`config.mk`:
```
export PLATFORM = sky130hd
export DESIGN_NAME = word_pack_ctrl
export DESIGN_NICKNAME = d
export VERILOG_FILES = /design/src/rtl/word_pack_pkg.sv /design/src/rtl/word_pack_ctrl_mod_counter.sv /design/src/rtl/word_pack_ctrl.sv
export SDC_FILE = /design/constraint.sdc
export NUM_CORES = 1
export LEC_CHECK = 0
export CORE_ASPECT_RATIO = 1.1
export CORE_MARGIN = 8
export CORE_UTILIZATION = 50
export DETAILED_ROUTE_END_ITERATION = 6
export PLACE_DENSITY = 0.75
export SLEW_MARGIN = 5
export SYNTH_ARGS = -nofsm -noshare
export SYNTH_HDL_FRONTEND = slang
export SYNTH_SLANG_ARGS = --single-unit
```
`constraint.sdc`:
```
create_clock -name clk -period 4.5 [get_ports clk]
set_input_delay 1.35 -clock clk [delete_from_list [all_inputs] [get_ports clk]]
set_output_delay 1.35 -clock clk [all_outputs]
set_load 0.005 [all_outputs]
```
`src/rtl/word_pack_pkg.sv`:
```
// Shared types for the FIFO -> accumulator -> RAM word packer.
// Latency: n/a (types and constant functions only).
// Backpressure: n/a.
package word_pack_pkg;

    // Stage records are sized for the widest legal configuration:
    // up to 16 bytes per word and up to 64K RAM words.
    localparam int MAX_BSEL_W = 4;
    localparam int MAX_ADDR_W = 16;

    typedef enum logic {
        RUN  = 1'b0,
        FULL = 1'b1
    } state_t;

    typedef struct packed {
        logic                  acc_en;
        logic [MAX_BSEL_W-1:0] byte_sel;
        logic                  close;
        logic [MAX_ADDR_W-1:0] addr;
    } stage_t;

    // Index width for a counter/selector over n values, never below one bit.
    function automatic int idx_width(input int n);
        return (n < 2) ? 1 : $clog2(n);
    endfunction

endpackage

```
`src/rtl/word_pack_ctrl_mod_counter.sv`:
```
// Modulo-MOD up-counter with synchronous clear and a terminal-count wrap flag.
// Latency: count updates on the edge after inc/clr; wrap is combinational.
// Backpressure: none; inc is honoured every cycle it is high.
module mod_counter
    import word_pack_pkg::*;
#(
    parameter int  MOD   = 4,
    localparam int CNT_W = idx_width(MOD)
) (
    input  logic             clk,
    input  logic             reset,
    input  logic             clr,
    input  logic             inc,
    output logic [CNT_W-1:0] count,
    output logic             wrap
);

    logic at_max;

    assign at_max = (count == CNT_W'(MOD - 1));
    assign wrap   = inc & at_max;

    // Count register: clear beats increment, rolls over to 0 after MOD-1.
    always_ff @(posedge clk or posedge reset) begin
        if (reset) begin
            count <= '0;
        end else if (clr) begin
            count <= '0;
        end else if (inc) begin
            count <= at_max ? '0 : count + 1'b1;
        end
    end

endmodule

```
`src/rtl/word_pack_ctrl.sv`:
```
// Pops FIFO bytes, steers the byte accumulator and writes packed words to RAM.
// Latency: acc_en one cycle after the pop, write_ram two cycles after the word closes.
// Backpressure: pops only while the FIFO is non-empty; stalls in FULL until clear.
module word_pack_ctrl
    import word_pack_pkg::*;
#(
    parameter int  BYTES_PER_WORD = 4,
    parameter int  RAM_DEPTH      = 256,
    parameter int  WRAP           = 1,
    localparam int BSEL_W         = idx_width(BYTES_PER_WORD),
    localparam int ADDR_W         = idx_width(RAM_DEPTH)
) (
    input  logic              clk,
    input  logic              reset,
    input  logic              fifo_empty,
    input  logic              flush,
    input  logic              clear,
    output logic              read,
    output logic              acc_en,
    output logic              zero_sel,
    output logic [BSEL_W-1:0] byte_sel,
    output logic              write_ram,
    output logic [ADDR_W-1:0] ram_addr,
    output logic              ram_full
);

    state_t              state_q;
    state_t              state_d;
    logic [BSEL_W-1:0]   byte_cnt;
    logic [ADDR_W-1:0]   issue_addr;
    logic                byte_wrap;
    logic                addr_wrap;
    logic                flush_ok;
    logic                word_close;
    stage_t              stage1_d;
    stage_t              stage1;
    stage_t              stage2;
    logic                unused_stage_bits;

    // Lane counter: a flush starts the next word at lane 0.
    mod_counter #(.MOD(BYTES_PER_WORD)) u_byte_cnt (
        .clk   (clk),
        .reset (reset),
        .clr   (clear | flush_ok),
        .inc   (read),
        .count (byte_cnt),
        .wrap  (byte_wrap)
    );

    // Word address counter: its wrap flag marks the last RAM slot being issued.
    mod_counter #(.MOD(RAM_DEPTH)) u_issue_addr (
        .clk   (clk),
        .reset (reset),
        .clr   (clear),
        .inc   (word_close),
        .count (issue_addr),
        .wrap  (addr_wrap)
    );

    // State register.
    always_ff @(posedge clk or posedge reset) begin
        if (reset) begin
            state_q <= RUN;
        end else begin
            state_q <= state_d;
        end
    end

    // Next state, pop strobe, flush qualification and word-close decode.
    always_comb begin
        state_d    = state_q;
        read       = 1'b0;
        flush_ok   = 1'b0;
        word_close = 1'b0;
        if (state_q == RUN) begin
            // Flush and clear both block the pop, so a pop never meets a flush.
            read     = ~reset & ~fifo_empty & ~flush & ~clear;
            flush_ok = flush & ~clear & (byte_cnt != '0);
        end
        word_close = byte_wrap | flush_ok;
        if (addr_wrap && (WRAP == 0)) begin
            state_d = FULL;
        end
        if (clear) begin
            state_d = RUN;
        end
    end

    // Stage-1 record built from this cycle's pop/close decisions.
    always_comb begin
        stage1_d          = '0;
        stage1_d.acc_en   = read;
        stage1_d.byte_sel = MAX_BSEL_W'(byte_cnt);
        stage1_d.close    = word_close;
        stage1_d.addr     = MAX_ADDR_W'(issue_addr);
    end

    // Two-stage pipeline; clear kills whatever is in flight.
    always_ff @(posedge clk or posedge reset) begin
        if (reset) begin
            stage1 <= '0;
            stage2 <= '0;
        end else if (clear) begin
            stage1 <= '0;
            stage2 <= '0;
        end else begin
            stage1 <= stage1_d;
            stage2 <= stage1;
        end
    end

    assign acc_en    = stage1.acc_en;
    assign byte_sel  = stage1.byte_sel[BSEL_W-1:0];
    assign zero_sel  = stage1.acc_en & (stage1.byte_sel == '0);
    assign write_ram = stage2.close;
    assign ram_addr  = stage2.addr[ADDR_W-1:0];
    assign ram_full  = (state_q == FULL);

    // Stage records carry fields and upper bits that this configuration never reads.
    assign unused_stage_bits = ^{stage1, stage2};

endmodule

```
==> flow_summary_export.csv, run 1 <==
group,metric,value,unit
run_status,outcome,"complete, no violations",
final_layout,final_cell_mix,"dfrtp_1, clkdlybuf4s50_1, nor2b_1, nor2_1, nand2_1",
floorplanning,die_h,68.6,um
routing,dr.pass1.iters,4,
critical_path,crit_path_start_kind,"input pin",
timing,period_minus_slack,4.11,ns
final_layout,final_layout_size_suffix_gt1_share,9.38,%
timing,rsz0062_at_grt,"no",
synthesis,muxShareOfSynthArea,0.796,%
power_and_ir_drop,combPwrFrac,5.6,%
worst_hold_path,hold_start,"stage1[3]",
synthesis,synth_area,1260,sq um
cts,clockRootBuffer,"clkbuf_4",
placement,dp_hpwl,1.63,mm
timing,worstMarginPinSlew,1.14,ns
routing,wirelength,2.25,mm
cts,clk_pin_slew,0.09,ns
grt,grt_pass1_vias,876,
critical_path,critPathSlowestCell,"clkdlybuf4s50_1",
grt,grt_max_degree,32,
synthesis,synth_ff_type,"dfrtp_1",
critical_path,crit_top_cell,"clkdlybuf4s50_1",
final_layout,nFillCells,195,
cts,cts_resized,0,
synthesis,synth_top_family_by_area,"simple AND/OR/NAND/NOR gates",
power_and_ir_drop,p_leak,0.682,nW
placement,port_buffers,18,
critical_path,endpoint_kind,"output port",
synthesis,syn_nets,114,
power_and_ir_drop,power_density,304,nW/um^2
critical_path,path_max_fanout,3,
synthesis,ys_types,30,
final_layout,antennaDiodeCount,0,
critical_path,critical_path_class,"input pin to output port",
cts,ctsHoldBuffers,0,
timing,tns,0,ns
synthesis,synth_edf_count,0,
timing,drv_slew,0,
synthesis,yosys_warnings,0,
timing,max_freq,244,MHz
cts,h-tree-depth,2,
synthesis,netlist_top_cells_area,"dfrtp_1, nor2b_1, ha_1",
power_and_ir_drop,p_int,0.353,mW
timing,setup_viol,0,
routing,wire_per_inst,14.2,um
synthesis,synth_area_per_cell,11.9,sq um
final_layout,final_common_cell,"dfrtp_1",
floorplanning,fp.dieW,63.8,um
power_and_ir_drop,ir_worst_vdd,231,uV
routing,drtIter0Drc,38,
power_and_ir_drop,switching_share,22.9,%
cts,clkLatencyLatePin,0.33,ns
timing,holdWs,0.466,ns
cts,cts_tree,"yes",
floorplanning,core_area,2450,sq um
final_layout,ff_latch_area,776,sq um
synthesis,seq_area_frac_synth,61.7,%
synthesis,synth_top_area_cell,"dfrtp_1",
cts,clockBufferDepth,2,
floorplanning,initial_utilization,51.4,%
floorplanning,die-area,4380,sq um
critical_path,required,3.15,ns
final_layout,nets,135,
synthesis,synth_adder_area_share,2.99,%
power_and_ir_drop,clkPwrFrac,32.1,%
placement,gp_congestion,0.876,
floorplanning,pin_count,20,
synthesis,synth-simple-area-share,21.8,%
critical_path,worstReg2RegStart,"u_byte_cnt.count[0]",
grt,antenna_found_initial,0,
routing,vias_per_cell,5.23,
cts,post_cts_buffers,0,
timing,skew,0.00812,ns
critical_path,crit_start,"flush",
timing,finalHoldViolCount,0,
synthesis,synth-seq-cells,31,
final_layout,multi_input_area,437,sq um
grt,grt_pass1_wl,3.88,mm
placement,dp_slack,0.392,ns
grt,grt_remaining_overflow,0,
routing,drc,0,
synthesis,synth_top_cell_area_share,61.7,%
timing,relSlewSlack,24.1,%
critical_path,worstPathCellList,"clkdlybuf4s50_1 -> nor4_2 -> clkdlybuf4s50_1",
routing,vias,832,
timing,post-route-period-util,91.3,%
cts,clock_sinks,31,
critical_path,cp_slowest_stage_delay,0.56,ns
synthesis,syn_inst,106,
critical_path,worst-path-buf-inv,2,
power_and_ir_drop,switchingPower,0.105,mW
job,cap_violations,0,
power_and_ir_drop,power_frac_seq,62.2,%
critical_path,crit_family,"buffers and inverters",
synthesis,async_flop_share,100,%
floorplanning,rows,19,
synthesis,synth-xor-area-share,2.79,%
cts,cts_inserted_buffers,5,
timing,setup_slack,0.393,ns
routing,detail-route-antenna-nets,0,
grt,grt_util_all_layers,12.0,%
critical_path,arrival,2.76,ns
worst_hold_path,hp-class,"register to register",
synthesis,synth_compound_gate_area_share,6.07,%
final_layout,area_growth,19.9,%
-- power groups by stage --
stage	logic, mW	clock network (mW)	registers [mW]
floorplan	0.0149	0	0.290
global placement	0.0253	0	0.290
detailed placement	0.0263	0	0.291
CTS	0.0264	0.155	0.285
global route	0.0290	0.166	0.286
finish	0.0257	0.147	0.285
-- stage by stage --
step	util (%)	total power, mW	cells	area (sq um)
floorplan	-	0.305	106	1260
global placement	59.5	0.315	151	1460
detailed placement	59.5	0.317	151	1460
CTS	61.6	0.466	159	1510
global route	61.6	0.481	159	1510
finish	61.6	0.458	159	1510
-- flip-flops by register name (all words and copies together) (netlist names) --
name,cells
ram_addr,8
u_byte_cnt.count,2
byte_sel,2
acc_en,1
stage1,9
u_issue_addr.count,8
write_ram,1
-- worst reg2reg max path, delay by kind of cell, from the launching register on --
kind | cells | cell delay (ns)
adder cells (fa/ha/maj) | 1 | 0.19
AND/OR/NAND/NOR | 4 | 1.01
buffers and inverters | 1 | 0.07
flip-flops | 1 | 0.39
-- cells by family (layout without fill, tap and decap cells) --
family / after synthesis / after routing
adders and majority gates: 3 / 3
xor gates and xnor gates: 4 / 4
AOI/OAI and AO/OA: 12 / 12
other: 1 / 1
DFF: 31 / 31
and+or+nand+nor: 45 / 45
buffers and inverters: 9 / 31
muxes: 1 / 1
-- final timing paths --
check	endpoint	depth (start not counted)	slack (ns)
max in group asynchronous	ram_addr[7]	2	2.07
setup reg to reg	u_issue_addr.count[3]	6	2.79
hold / removal	ram_addr[3]	1	0.47
setup / recovery	read	3	0.39
min in group asynchronous	u_issue_addr.count[5]	2	1.74
hold reg to reg	ram_addr[3]	1	0.47
-- per-layer routing --
metal,GRT usage [%],vias to the layer above,wire length [um]
met1,11.1,403,863
met4,10.0,0,70
met5,0,-,0
met2,21.2,20,1220
met3,4.36,9,98
li1,-,400,-
-- synth_stat cells (2+ instances only) --
cell type,instances
dfrtp_1,31
nor2b_1,17
nor2_1,7
nand2_1,6
a21oi_1,4
buf_4,3
clkbuf_1,3
ha_1,3
inv_1,3
nand3_1,3
o21ai_0,3
xor2_1,3
nor3_1,2
o211ai_1,2
-- final cells by class --
cell class              instances  area share, %
well taps                      31           2.57
clock inverters                 1          0.332
multi-input cells              66           29.0
flip-flops and latches         31           51.5
inverters                       3          0.747
repair buffers                 20           12.9
clock buffers                   7           2.99
Note: power is estimated with default switching activity, not from simulation.
==> inputs of run 2 (changes only) <==
--- a/config.mk
+++ b/config.mk
@@ -9,6 +9,7 @@
 export CORE_MARGIN = 8
 export CORE_UTILIZATION = 50
 export DETAILED_ROUTE_END_ITERATION = 6
+export HOLD_SLACK_MARGIN = 0.08
 export PLACE_DENSITY = 0.75
 export SLEW_MARGIN = 5
 export SYNTH_ARGS = -nofsm -noshare
==> results of run 2 <==
No change in the layout: final DEF, timing and power equal those of run 1.
==> inputs of run 3 (changes only) <==
--- a/config.mk
+++ b/config.mk
@@ -7,10 +7,9 @@
 export LEC_CHECK = 0
 export CORE_ASPECT_RATIO = 1.1
 export CORE_MARGIN = 8
-export CORE_UTILIZATION = 50
+export CORE_UTILIZATION = 25
 export DETAILED_ROUTE_END_ITERATION = 6
 export HOLD_SLACK_MARGIN = 0.08
-export PLACE_DENSITY = 0.75
 export SLEW_MARGIN = 5
 export SYNTH_ARGS = -nofsm -noshare
 export SYNTH_HDL_FRONTEND = slang
==> run 3 against run 2 <==
Cell area grew 6.7%. Routed wire length fell by 0.80%. First-iteration DRC count rose by 32%. Global-route usage is 5.3 points lower. Non-clock buffer count unchanged. Core utilization shrank 29 points. Setup slack improved by 0.032 ns. Count of clock-buffer cells in the layout decreased by 1. Final cell count rose by 17%. Largest cell class unchanged.
==> flow_summary_export.csv, run 3 (synthesized netlist as in run 1, its figures left out) <==
group,metric,value,unit
routing,drc,0,
floorplanning,rows,27,
run_status,outcome,"complete, no violations",
critical_path,worstPathCellList,"clkdlybuf4s50_1 -> nor4_2 -> clkdlybuf4s50_1",
timing,period_minus_slack,4.07,ns
grt,grt_remaining_overflow,0,
critical_path,critPathSlowestCell,"clkdlybuf4s50_1",
critical_path,required,3.15,ns
floorplanning,initial_utilization,25.5,%
timing,finalHoldViolCount,0,
timing,rsz0062_at_grt,"no",
critical_path,arrival,2.72,ns
job,cap_violations,0,
critical_path,crit_path_start_kind,"input pin",
critical_path,ff2ff_path_depth,6,
final_layout,largest-register,"stage1",
placement,dp_hpwl,1.58,mm
cts,ctsHoldBuffers,0,
cts,h-tree-depth,2,
floorplanning,die_h,90.4,um
final_layout,largest_reg_flops,9,
critical_path,endpoint_kind,"output port",
final_layout,area_growth,28.0,%
cts,clockBufferDepth,2,
timing,worstMarginPinSlew,1.12,ns
floorplanning,die-area,7560,sq um
routing,dr.pass1.iters,4,
cts,clock_sinks,31,
routing,detail-route-antenna-nets,0,
grt,grt_util_all_layers,6.64,%
critical_path,cp_num_cells,3,
floorplanning,fp.dieW,83.6,um
power_and_ir_drop,ir_worst_vdd,101,uV
critical_path,path_max_fanout,3,
routing,wirelength,2.23,mm
timing,setup_viol,0,
critical_path,endpoint,"read",
final_layout,final_layout_size_suffix_gt1_share,10.9,%
placement,place_area,1490,sq um
worst_hold_path,hp-class,"register to register",
critical_path,crit_top_cell,"clkdlybuf4s50_1",
routing,wire_per_inst,12.0,um
final_layout,antennaDiodeCount,0,
cts,post_cts_buffers,0,
power_and_ir_drop,power_density,367,nW/um^2
timing,max_freq,245,MHz
cts,cts_tree,"yes",
timing,tns,0,ns
timing,skew,0.00357,ns
routing,vias_per_cell,4.43,
routing,drtIter0Drc,50,
grt,grt_pass1_wl,3.98,mm
power_and_ir_drop,p_leak,0.714,nW
cts,cts_inserted_buffers,5,
timing,post-route-period-util,90.6,%
final_layout,final_cell_mix,"dfrtp_1, clkdlybuf4s50_1, nor2b_1, nor2_1",
grt,grt_max_degree,32,
timing,drv_slew,0,
floorplanning,pin_count,20,
critical_path,worstReg2RegStart,"u_byte_cnt.count[0]",
cts,clkLatencyLatePin,0.28,ns
final_layout,fin_area,1610,sq um
critical_path,worst_r2r_endpoint,"u_issue_addr.count[3]",
routing,vias,824,
cts,clockRootBuffer,"clkbuf_8",
final_layout,final_common_cell,"dfrtp_1",
critical_path,worst-path-buf-inv,2,
placement,gp_congestion,0.808,
critical_path,crit_family,"buffers and inverters",
critical_path,r2r_slack,2.75,ns
grt,antenna_found_initial,0,
critical_path,critical_path_class,"input pin to output port",
critical_path,cp_slowest_stage_delay,0.56,ns
floorplanning,core_area,4930,sq um
final_layout,nets,135,
grt,grt_pass1_vias,857,
placement,port_buffers,18,
cts,clk_pin_slew,0.06,ns
critical_path,crit_start,"flush",
timing,relSlewSlack,25.1,%
cts,cts_resized,0,
## run 3: where the power goes
part | total [mW] | internal [mW] | switching [mW]
Sequential | 0.286 | 0.283 | 0.00293
Combinational | 0.0259 | 0.0101 | 0.0157
Clock | 0.278 | 0.179 | 0.0996
## run 3: worst reg2reg max path, stage by stage (launching register included)
cell and delay (ns):
dfrtp_1 0.39, inv_1 0.08, ha_1 0.20, and2b_1 0.32, nor2_2 0.11, or4_1 0.48
nand3_1 0.10
## run 3: area by class of cell
| cell class | instances | area [sq um] |
|---|---|---|
| clock buffers | 6 | 82.6 |
| clock inverters | 2 | 35.0 |
| repair buffers | 20 | 195 |
| multi-input cells | 66 | 437 |
| flip-flops and latches | 31 | 776 |
| fillers | 497 | 3320 |
| inverters | 3 | 11.3 |
| well taps | 58 | 72.6 |
## run 3: metrics by stage
stage / hold slack (ns) / util (%) / setup slack (ns) / power [mW] / instances
2_1_floorplan: 0.439 / - / 1.35 / 0.305 / 106
4_1_cts: 0.462 / 32.6 / 0.409 / 0.600 / 186
5_1_grt: 0.475 / 32.6 / 0.342 / 0.614 / 186
3_3_place_gp: 0.441 / 30.2 / 0.410 / 0.316 / 178
3_5_place_dp: 0.448 / 30.2 / 0.410 / 0.317 / 178
6_report: 0.460 / 32.6 / 0.425 / 0.590 / 186
## run 3: worst min-delay path by stage
stage                       end  cells after the start  slack (ns)        from
floorplan           ram_addr[0]                      1        0.44   stage1[0]
global placement    ram_addr[2]                      1        0.44   stage1[2]
detailed placement  ram_addr[4]                      1        0.45   stage1[4]
CTS                 ram_addr[4]                      1        0.46   stage1[4]
global route          write_ram                      1        0.48  stage1[16]
finish                write_ram                      1        0.46  stage1[16]
## run 3: layer usage
layer / vias to the layer above / GRT usage, % / part of all wire [%] / wire length, um
li1: 394 / - / - / -
met2: 21 / 10.4 / 51 / 1130
met5: - / 0 / 0 / 0
met3: 7 / 4.06 / 8.9 / 199
met4: 0 / 4.76 / 3.0 / 67
met1: 402 / 6.21 / 38 / 838
